===== config.mk =====
export PLATFORM = sky130hd
export DESIGN_NAME = fb_scanout_flat
export DESIGN_NICKNAME = d
export VERILOG_FILES = /design/src/rtl/fb_scanout_if.sv /design/src/rtl/fb_scanout.sv /design/src/flat_wrapper.sv
export SDC_FILE = /design/constraint.sdc
export NUM_CORES = 1
export LEC_CHECK = 0
export BUFFER_PORTS_ARGS = -buffer_cell sky130_fd_sc_hd__clkbuf_2
export CAP_MARGIN = 20
export CELL_PAD_IN_SITES_DETAIL_PLACEMENT = 0
export CELL_PAD_IN_SITES_GLOBAL_PLACEMENT = 1
export CORE_MARGIN = 2
export CORE_UTILIZATION = 43
export CTS_CLUSTER_DIAMETER = 200
export DETAILED_ROUTE_END_ITERATION = 10
export HOLD_SLACK_MARGIN = 0.02
export PLACE_DENSITY = 0.86
export SLEW_MARGIN = 20
export SYNTH_ARGS = -nofsm -noshare
export SYNTH_HDL_FRONTEND = slang
export SYNTH_SLANG_ARGS = --single-unit

===== constraint.sdc =====
create_clock -name clk -period 5.1 [get_ports clk]
set_input_delay 0.765 -clock clk [delete_from_list [all_inputs] [get_ports clk]]
set_output_delay 0.765 -clock clk [all_outputs]
set_load 0.05 [all_outputs]

===== src/rtl/fb_scanout_if.sv =====
// Framebuffer read port: the scan-out side drives the address and the RAM returns
// data one clock later, qualified by fb_rvalid (RAM not busy writing).
interface fb_scanout_if #(
  parameter int AW = 9
);
  logic [AW-1:0] fb_addr;
  logic [23:0]   fb_rdata;
  logic          fb_rvalid;

  modport master (output fb_addr, input fb_rdata, input fb_rvalid);
  modport slave  (input fb_addr, output fb_rdata, output fb_rvalid);
endinterface


===== src/rtl/fb_scanout.sv =====
// Raster timing generator and upscaling framebuffer reader with a 3-clock aligned output pipeline.
// Optional colour-bar test pattern is compiled in when FB_SCANOUT_PATTERN_EN is defined.
module fb_scanout #(
  parameter int H_ACTIVE   = 640,
  parameter int H_FP       = 16,
  parameter int H_SYNC     = 96,
  parameter int H_BP       = 48,
  parameter int V_ACTIVE   = 480,
  parameter int V_FP       = 10,
  parameter int V_SYNC     = 2,
  parameter int V_BP       = 33,
  parameter int FB_W       = 32,
  parameter int FB_H       = 16,
  parameter int SCALE_LOG2 = 4,
  parameter int DP         = 512
) (
  input  logic         clk,
  input  logic         rst,
  fb_scanout_if.master fb,
`ifdef FB_SCANOUT_PATTERN_EN
  input  logic         pat_en_i,
`endif
  output logic         hsync_o,
  output logic         vsync_o,
  output logic         de_o,
  output logic [23:0]  rgb_o,
  output logic         frame_start_o
);
  localparam int H_TOTAL   = H_ACTIVE + H_FP + H_SYNC + H_BP;
  localparam int V_TOTAL   = V_ACTIVE + V_FP + V_SYNC + V_BP;
  localparam int HW        = $clog2(H_TOTAL);
  localparam int VW        = $clog2(V_TOTAL);
  localparam int AW        = $clog2(DP);
  localparam bit FB_W_POW2 = (FB_W & (FB_W - 1)) == 0;
  localparam int FB_W_LOG2 = $clog2(FB_W);

  logic [HW-1:0] hcnt_q, hcnt_d;
  logic [VW-1:0] vcnt_q, vcnt_d;
  logic [AW-1:0] fb_addr_q, fb_addr_d;
  logic [2:0]    hsPipe_q, vsPipe_q, dePipe_q, fsPipe_q;
  logic [1:0]    inFbPipe_q;
  logic          rvalid_q;
  logic [23:0]   rgb_q, rgb_d;
  logic          hsRaw, vsRaw, deRaw, fsRaw, inFbRaw;
  logic [31:0]   px, py;

  always_comb begin
    hcnt_d = hcnt_q + HW'(1);
    vcnt_d = vcnt_q;
    if (hcnt_q == HW'(H_TOTAL - 1)) begin
      hcnt_d = '0;
      if (vcnt_q == VW'(V_TOTAL - 1)) vcnt_d = '0;
      else                            vcnt_d = vcnt_q + VW'(1);
    end
  end

  // Address math is done at 32 bits and truncated only when it lands in fb_addr.
  always_comb begin
    px      = 32'(hcnt_q >> SCALE_LOG2);
    py      = 32'(vcnt_q >> SCALE_LOG2);
    deRaw   = (32'(hcnt_q) < H_ACTIVE) && (32'(vcnt_q) < V_ACTIVE);
    hsRaw   = !((32'(hcnt_q) >= H_ACTIVE + H_FP) && (32'(hcnt_q) < H_ACTIVE + H_FP + H_SYNC));
    vsRaw   = !((32'(vcnt_q) >= V_ACTIVE + V_FP) && (32'(vcnt_q) < V_ACTIVE + V_FP + V_SYNC));
    fsRaw   = (hcnt_q == '0) && (vcnt_q == '0);
    inFbRaw = (px < FB_W) && (py < FB_H);
    fb_addr_d = fb_addr_q;
    if (deRaw && inFbRaw) begin
      if (FB_W_POW2) fb_addr_d = AW'((py << FB_W_LOG2) + px);
      else           fb_addr_d = AW'((py * FB_W) + px);
    end
  end

`ifdef FB_SCANOUT_PATTERN_EN
  logic [2:0] barRaw, bar1_q, bar2_q;

  function automatic logic [23:0] barColour(input logic [2:0] idx);
    case (idx)
      3'd0:    barColour = 24'hFFFFFF;
      3'd1:    barColour = 24'hFFFF00;
      3'd2:    barColour = 24'h00FFFF;
      3'd3:    barColour = 24'h00FF00;
      3'd4:    barColour = 24'hFF00FF;
      3'd5:    barColour = 24'hFF0000;
      3'd6:    barColour = 24'h0000FF;
      default: barColour = 24'h000000;
    endcase
  endfunction

  always_comb barRaw = 3'((32'(hcnt_q) * 32'd8) / 32'(H_ACTIVE));

  always_ff @(posedge clk) begin
    if (rst) begin
      bar1_q <= '0;
      bar2_q <= '0;
    end else begin
      bar1_q <= barRaw;
      bar2_q <= bar1_q;
    end
  end
`endif

  // Stage 3: the flags two deep line up with RAM data sampled one edge earlier.
  always_comb begin
    rgb_d = rgb_q;
    if (!dePipe_q[1])
      rgb_d = '0;
`ifdef FB_SCANOUT_PATTERN_EN
    else if (pat_en_i)
      rgb_d = barColour(bar2_q);
`endif
    else if (!inFbPipe_q[1])
      rgb_d = '0;
    else if (rvalid_q)
      rgb_d = fb.fb_rdata;
  end

  always_ff @(posedge clk) begin
    if (rst) begin
      hcnt_q     <= '0;
      vcnt_q     <= '0;
      fb_addr_q  <= '0;
      hsPipe_q   <= '1;
      vsPipe_q   <= '1;
      dePipe_q   <= '0;
      fsPipe_q   <= '0;
      inFbPipe_q <= '0;
      rvalid_q   <= 1'b0;
      rgb_q      <= '0;
    end else begin
      hcnt_q     <= hcnt_d;
      vcnt_q     <= vcnt_d;
      fb_addr_q  <= fb_addr_d;
      hsPipe_q   <= {hsPipe_q[1:0], hsRaw};
      vsPipe_q   <= {vsPipe_q[1:0], vsRaw};
      dePipe_q   <= {dePipe_q[1:0], deRaw};
      fsPipe_q   <= {fsPipe_q[1:0], fsRaw};
      inFbPipe_q <= {inFbPipe_q[0], inFbRaw};
      rvalid_q   <= fb.fb_rvalid;
      rgb_q      <= rgb_d;
    end
  end

  assign fb.fb_addr      = fb_addr_q;
  assign hsync_o         = hsPipe_q[2];
  assign vsync_o         = vsPipe_q[2];
  assign de_o            = dePipe_q[2];
  assign frame_start_o   = fsPipe_q[2];
  assign rgb_o           = rgb_q;
endmodule


===== src/flat_wrapper.sv =====
// flat-port wrapper written by rule: the top's interface ports become plain ports
module fb_scanout_flat 
#(
  parameter int H_ACTIVE   = 640,
  parameter int H_FP       = 16,
  parameter int H_SYNC     = 96,
  parameter int H_BP       = 48,
  parameter int V_ACTIVE   = 480,
  parameter int V_FP       = 10,
  parameter int V_SYNC     = 2,
  parameter int V_BP       = 33,
  parameter int FB_W       = 32,
  parameter int FB_H       = 16,
  parameter int SCALE_LOG2 = 4,
  parameter int DP         = 512
)
  (clk, rst, hsync_o, vsync_o, de_o, rgb_o, frame_start_o, fb_fb_addr, fb_fb_rdata, fb_fb_rvalid);
  fb_scanout_if #(.AW(9)) fb_i ();
  input  logic clk;
  input  logic rst;
  output logic hsync_o;
  output logic vsync_o;
  output logic de_o;
  output logic [23:0] rgb_o;
  output logic frame_start_o;
  output wire logic [$bits(fb_i.fb_addr)-1:0] fb_fb_addr;
  input wire logic [$bits(fb_i.fb_rdata)-1:0] fb_fb_rdata;
  input wire logic [$bits(fb_i.fb_rvalid)-1:0] fb_fb_rvalid;
  assign fb_fb_addr = fb_i.fb_addr;
  assign fb_i.fb_rdata = fb_fb_rdata;
  assign fb_i.fb_rvalid = fb_fb_rvalid;
  fb_scanout #(.H_ACTIVE(H_ACTIVE), .H_FP(H_FP), .H_SYNC(H_SYNC), .H_BP(H_BP), .V_ACTIVE(V_ACTIVE), .V_FP(V_FP), .V_SYNC(V_SYNC), .V_BP(V_BP), .FB_W(FB_W), .FB_H(FB_H), .SCALE_LOG2(SCALE_LOG2), .DP(DP)) u_core (.clk(clk), .rst(rst), .fb(fb_i), .hsync_o(hsync_o), .vsync_o(vsync_o), .de_o(de_o), .rgb_o(rgb_o), .frame_start_o(frame_start_o));
endmodule

==> flow_metrics.env <==
export IMPL_place_ws_ns=2.799
export IMPL_cp_max_fo=34
export IMPL_reg2reg_depth=5
export IMPL_firstDrtPassIters=4
export IMPL_cp_arrival_ns=2.10
export IMPL_synth_area_per_cell_um2=9.732
export IMPL_startpoint_type="primary input"
export IMPL_final_nets=372
export IMPL_async_flop_share_pct=0
export IMPL_antenna_found_initial=0
export IMPL_portBuffers=63
export IMPL_drtAntennaViolNets=0
export IMPL_hold_viol_final=0
export IMPL_setup_violations_final=0
export IMPL_drcViolationCount=0
export IMPL_ir_drop_v=0.0002045
export IMPL_synth_most_common_cell="dfxtp_1"
export IMPL_clk_path_buf_depth=2
export IMPL_grt_util_met1_pct=18.30
export IMPL_synth_nets=312
export IMPL_power_w=0.001051
export IMPL_ys_types=39
export IMPL_hpwlAfterDp_um=3524
export IMPL_slew_headroom_pct=49.61
export IMPL_die_w_um=83.46
export IMPL_synth_mux_area_share_pct=9.770
export IMPL_die_y_um=83.46
export IMPL_path_class="primary input to flip-flop"
export IMPL_grt_pass1_wl_um=8107
export IMPL_drv_slew=0
export IMPL_drv_cap=0
export IMPL_pin_count=64
export IMPL_seq_area_frac_synth_pct=50.14
export IMPL_hold_depth=1
export IMPL_htree_levels=3
export IMPL_hp_start="u_core.hsPipe_q[1]"
export IMPL_utilization_pct=54.55
export IMPL_synthSimpleGateAreaFrac_pct=25.02
export IMPL_insertion_delay_ns=0.33
export IMPL_initial_core_util_pct=45.06
export IMPL_endpoint_kind="flip-flop"
export IMPL_synth_compound_area_share_pct=3.917
export IMPL_grt_ovfl_total=0
export IMPL_wl_um=4742
export IMPL_synth_top_family_by_area="simple AND/OR/NAND/NOR gates"
export IMPL_syn_inst=279
export IMPL_viasPerCell=4.699
export IMPL_first_global_vias=1742
export IMPL_r2r_start="u_core.hcnt_q[0]"
export IMPL_synth_fa_ha_area_share_pct=2.765
export IMPL_grt_usage_pct=14.46
export IMPL_netlist_area_um2=2715
export IMPL_p_per_area_nw_per_um2=319.8
export IMPL_fp_dieArea_um2=6966
export IMPL_synthFlopType="dfxtp_1"
export IMPL_drive_gt1_share_pct=27.70
export IMPL_routedWlPerCell_um=11.34
export IMPL_diodes=0
export IMPL_num_vias=1964
export IMPL_grt_use_met3_pct=6.133
export IMPL_synth_seq_cells=68
export IMPL_hold_buffers=0
export IMPL_hold_class="flip-flop to flip-flop"
export IMPL_clock_sinks=68
export IMPL_cp_startpoint="rst"
export IMPL_cts_repair_resized=0
export IMPL_worstPathRequired_ns=5.29
export IMPL_synth_edf_count=0
export IMPL_grt_max_degree=35
export IMPL_synthTopCellsByArea="dfxtp_1, mux2i_1, nor2_1"
export IMPL_yosys_area_top_type_share_pct=50.14
export IMPL_status="complete, no violations"
export IMPL_cts_setup_buffers=0
export IMPL_leakagePower_nw=1.374
export IMPL_tightestPinTransition_ns=0.7540
export IMPL_min_period_ns=1.916
export IMPL_cts_tree="done"
export IMPL_globalRoute_busiestLayer="met2"
export IMPL_gp_congestion=0.8152
export IMPL_area_growth_pct=21.06
export IMPL_tns_ns=0
export IMPL_use_met2_pct=22.07
export IMPL_rsz0062_at_grt="false"
export IMPL_fmax_mhz=521.8
export IMPL_rows=28
export IMPL_core_area_um2=6026
export IMPL_netlist_top_cell_by_area="dfxtp_1"
export IMPL_fin_hold_ws_ns=0.4095
export IMPL_drt_initial_drc_count=70
export IMPL_setup_ws_ns=3.184
export IMPL_clk_pin_slew_worst_paths_ns=0.07
export IMPL_worst_clock_skew_ns=0.004303
export IMPL_synth_xor_area_share_pct=4.839
export IMPL_cts_buffers=9
export IMPL_synth_yosys_warnings=0
export IMPL_period_share_pct=37.58
export IMPL_synth_common_cells="dfxtp_1, nor2_1, mux2i_1"
export IMPL_cts_root_buf="clkbuf_8"
-- area by class of cell --
| cell class | instances | area [um2] |
|---|---|---|
| Clock buffer | 9 | 123.9 |
| Clock inverter | 6 | 88.84 |
| Fill cell | 573 | 2739 |
| Inverter | 9 | 33.78 |
| Multi-Input combinational cell | 187 | 1262 |
| Sequential cell | 68 | 1361 |
| Tap cell | 75 | 93.84 |
| Timing Repair Buffer | 64 | 322.8 |
-- state kept, by name, summed over array words and instances, names as in the netlist --
name	count
u_core.dePipe_q	3
u_core.fb.fb_addr	9
u_core.vcnt_q	10
u_core.rgb_o	24
u_core.inFbPipe_q	2
u_core.hsPipe_q	3
u_core.fsPipe_q	3
u_core.rvalid_q	1
u_core.vsPipe_q	3
u_core.hcnt_q	10
-- power by group --
part	switching, W	internal (W)
logic	0.0000246	0.0000216
registers	0.00000362	0.000538
clock network	0.000191	0.000273
total	0.000219	0.000832
-- cells by family after synthesis --
group                    Yosys count
AND/OR/NAND/NOR                  123
flip-flops                        68
multiplexers                      26
buffers and inverters             24
AO/OA/AOI/OAI                     17
XOR/XNOR                          15
adder cells (fa/ha/maj)            6
-- worst max-delay path, cell delays in order --
cell	delay (ns)
clkbuf_2	0.48
nor2b_1	0.12
nand2_1	0.59
nor2_1	0.12
-- layer usage --
layer	up-vias	part of all wire, %
li1	1055	-
met1	835	48
met2	67	42
met3	7	7.9
met4	0	1.7
met5	-	0
-- stage by stage --
stage / cells / cell area, um2
floorplan: 279 / 2715
global placement: 403 / 3069
global route: 418 / 3287
finish: 418 / 3287
CTS: 418 / 3282
detailed placement: 403 / 3069
-- cells in the final DEF, fill, tap and decap left out, types with 2 or more instances in the layout --
master	netlist	final
a211oi_1	2	2
a21oi_1	11	11
bufinv_16	0	2
clkbuf_2	0	63
clkbuf_8	0	9
clkinvlp_4	0	2
dfxtp_1	68	68
ha_1	6	6
inv_1	9	9
mux2i_1	25	25
nand2_1	20	20
nand3_1	13	13
nand4_1	3	3
nor2_1	47	47
nor2b_1	7	7
nor3_1	5	4
nor3_2	1	2
nor4_1	4	4
nor4_4	2	2
o21ai_0	2	2
or2_2	4	4
or3_1	2	2
or4_1	2	2
xnor2_1	10	10
xor2_1	5	5
-- path summary, 6_finish.rpt --
check / endpoint / slack (ns)
max: u_core.rgb_o[9] / 3.18
min: u_core.hsPipe_q[2] / 0.41
max reg2reg: u_core.vcnt_q[8] / 3.29
min reg2reg: u_core.hsPipe_q[2] / 0.41
Note: power is estimated with default switching activity, not from simulation.
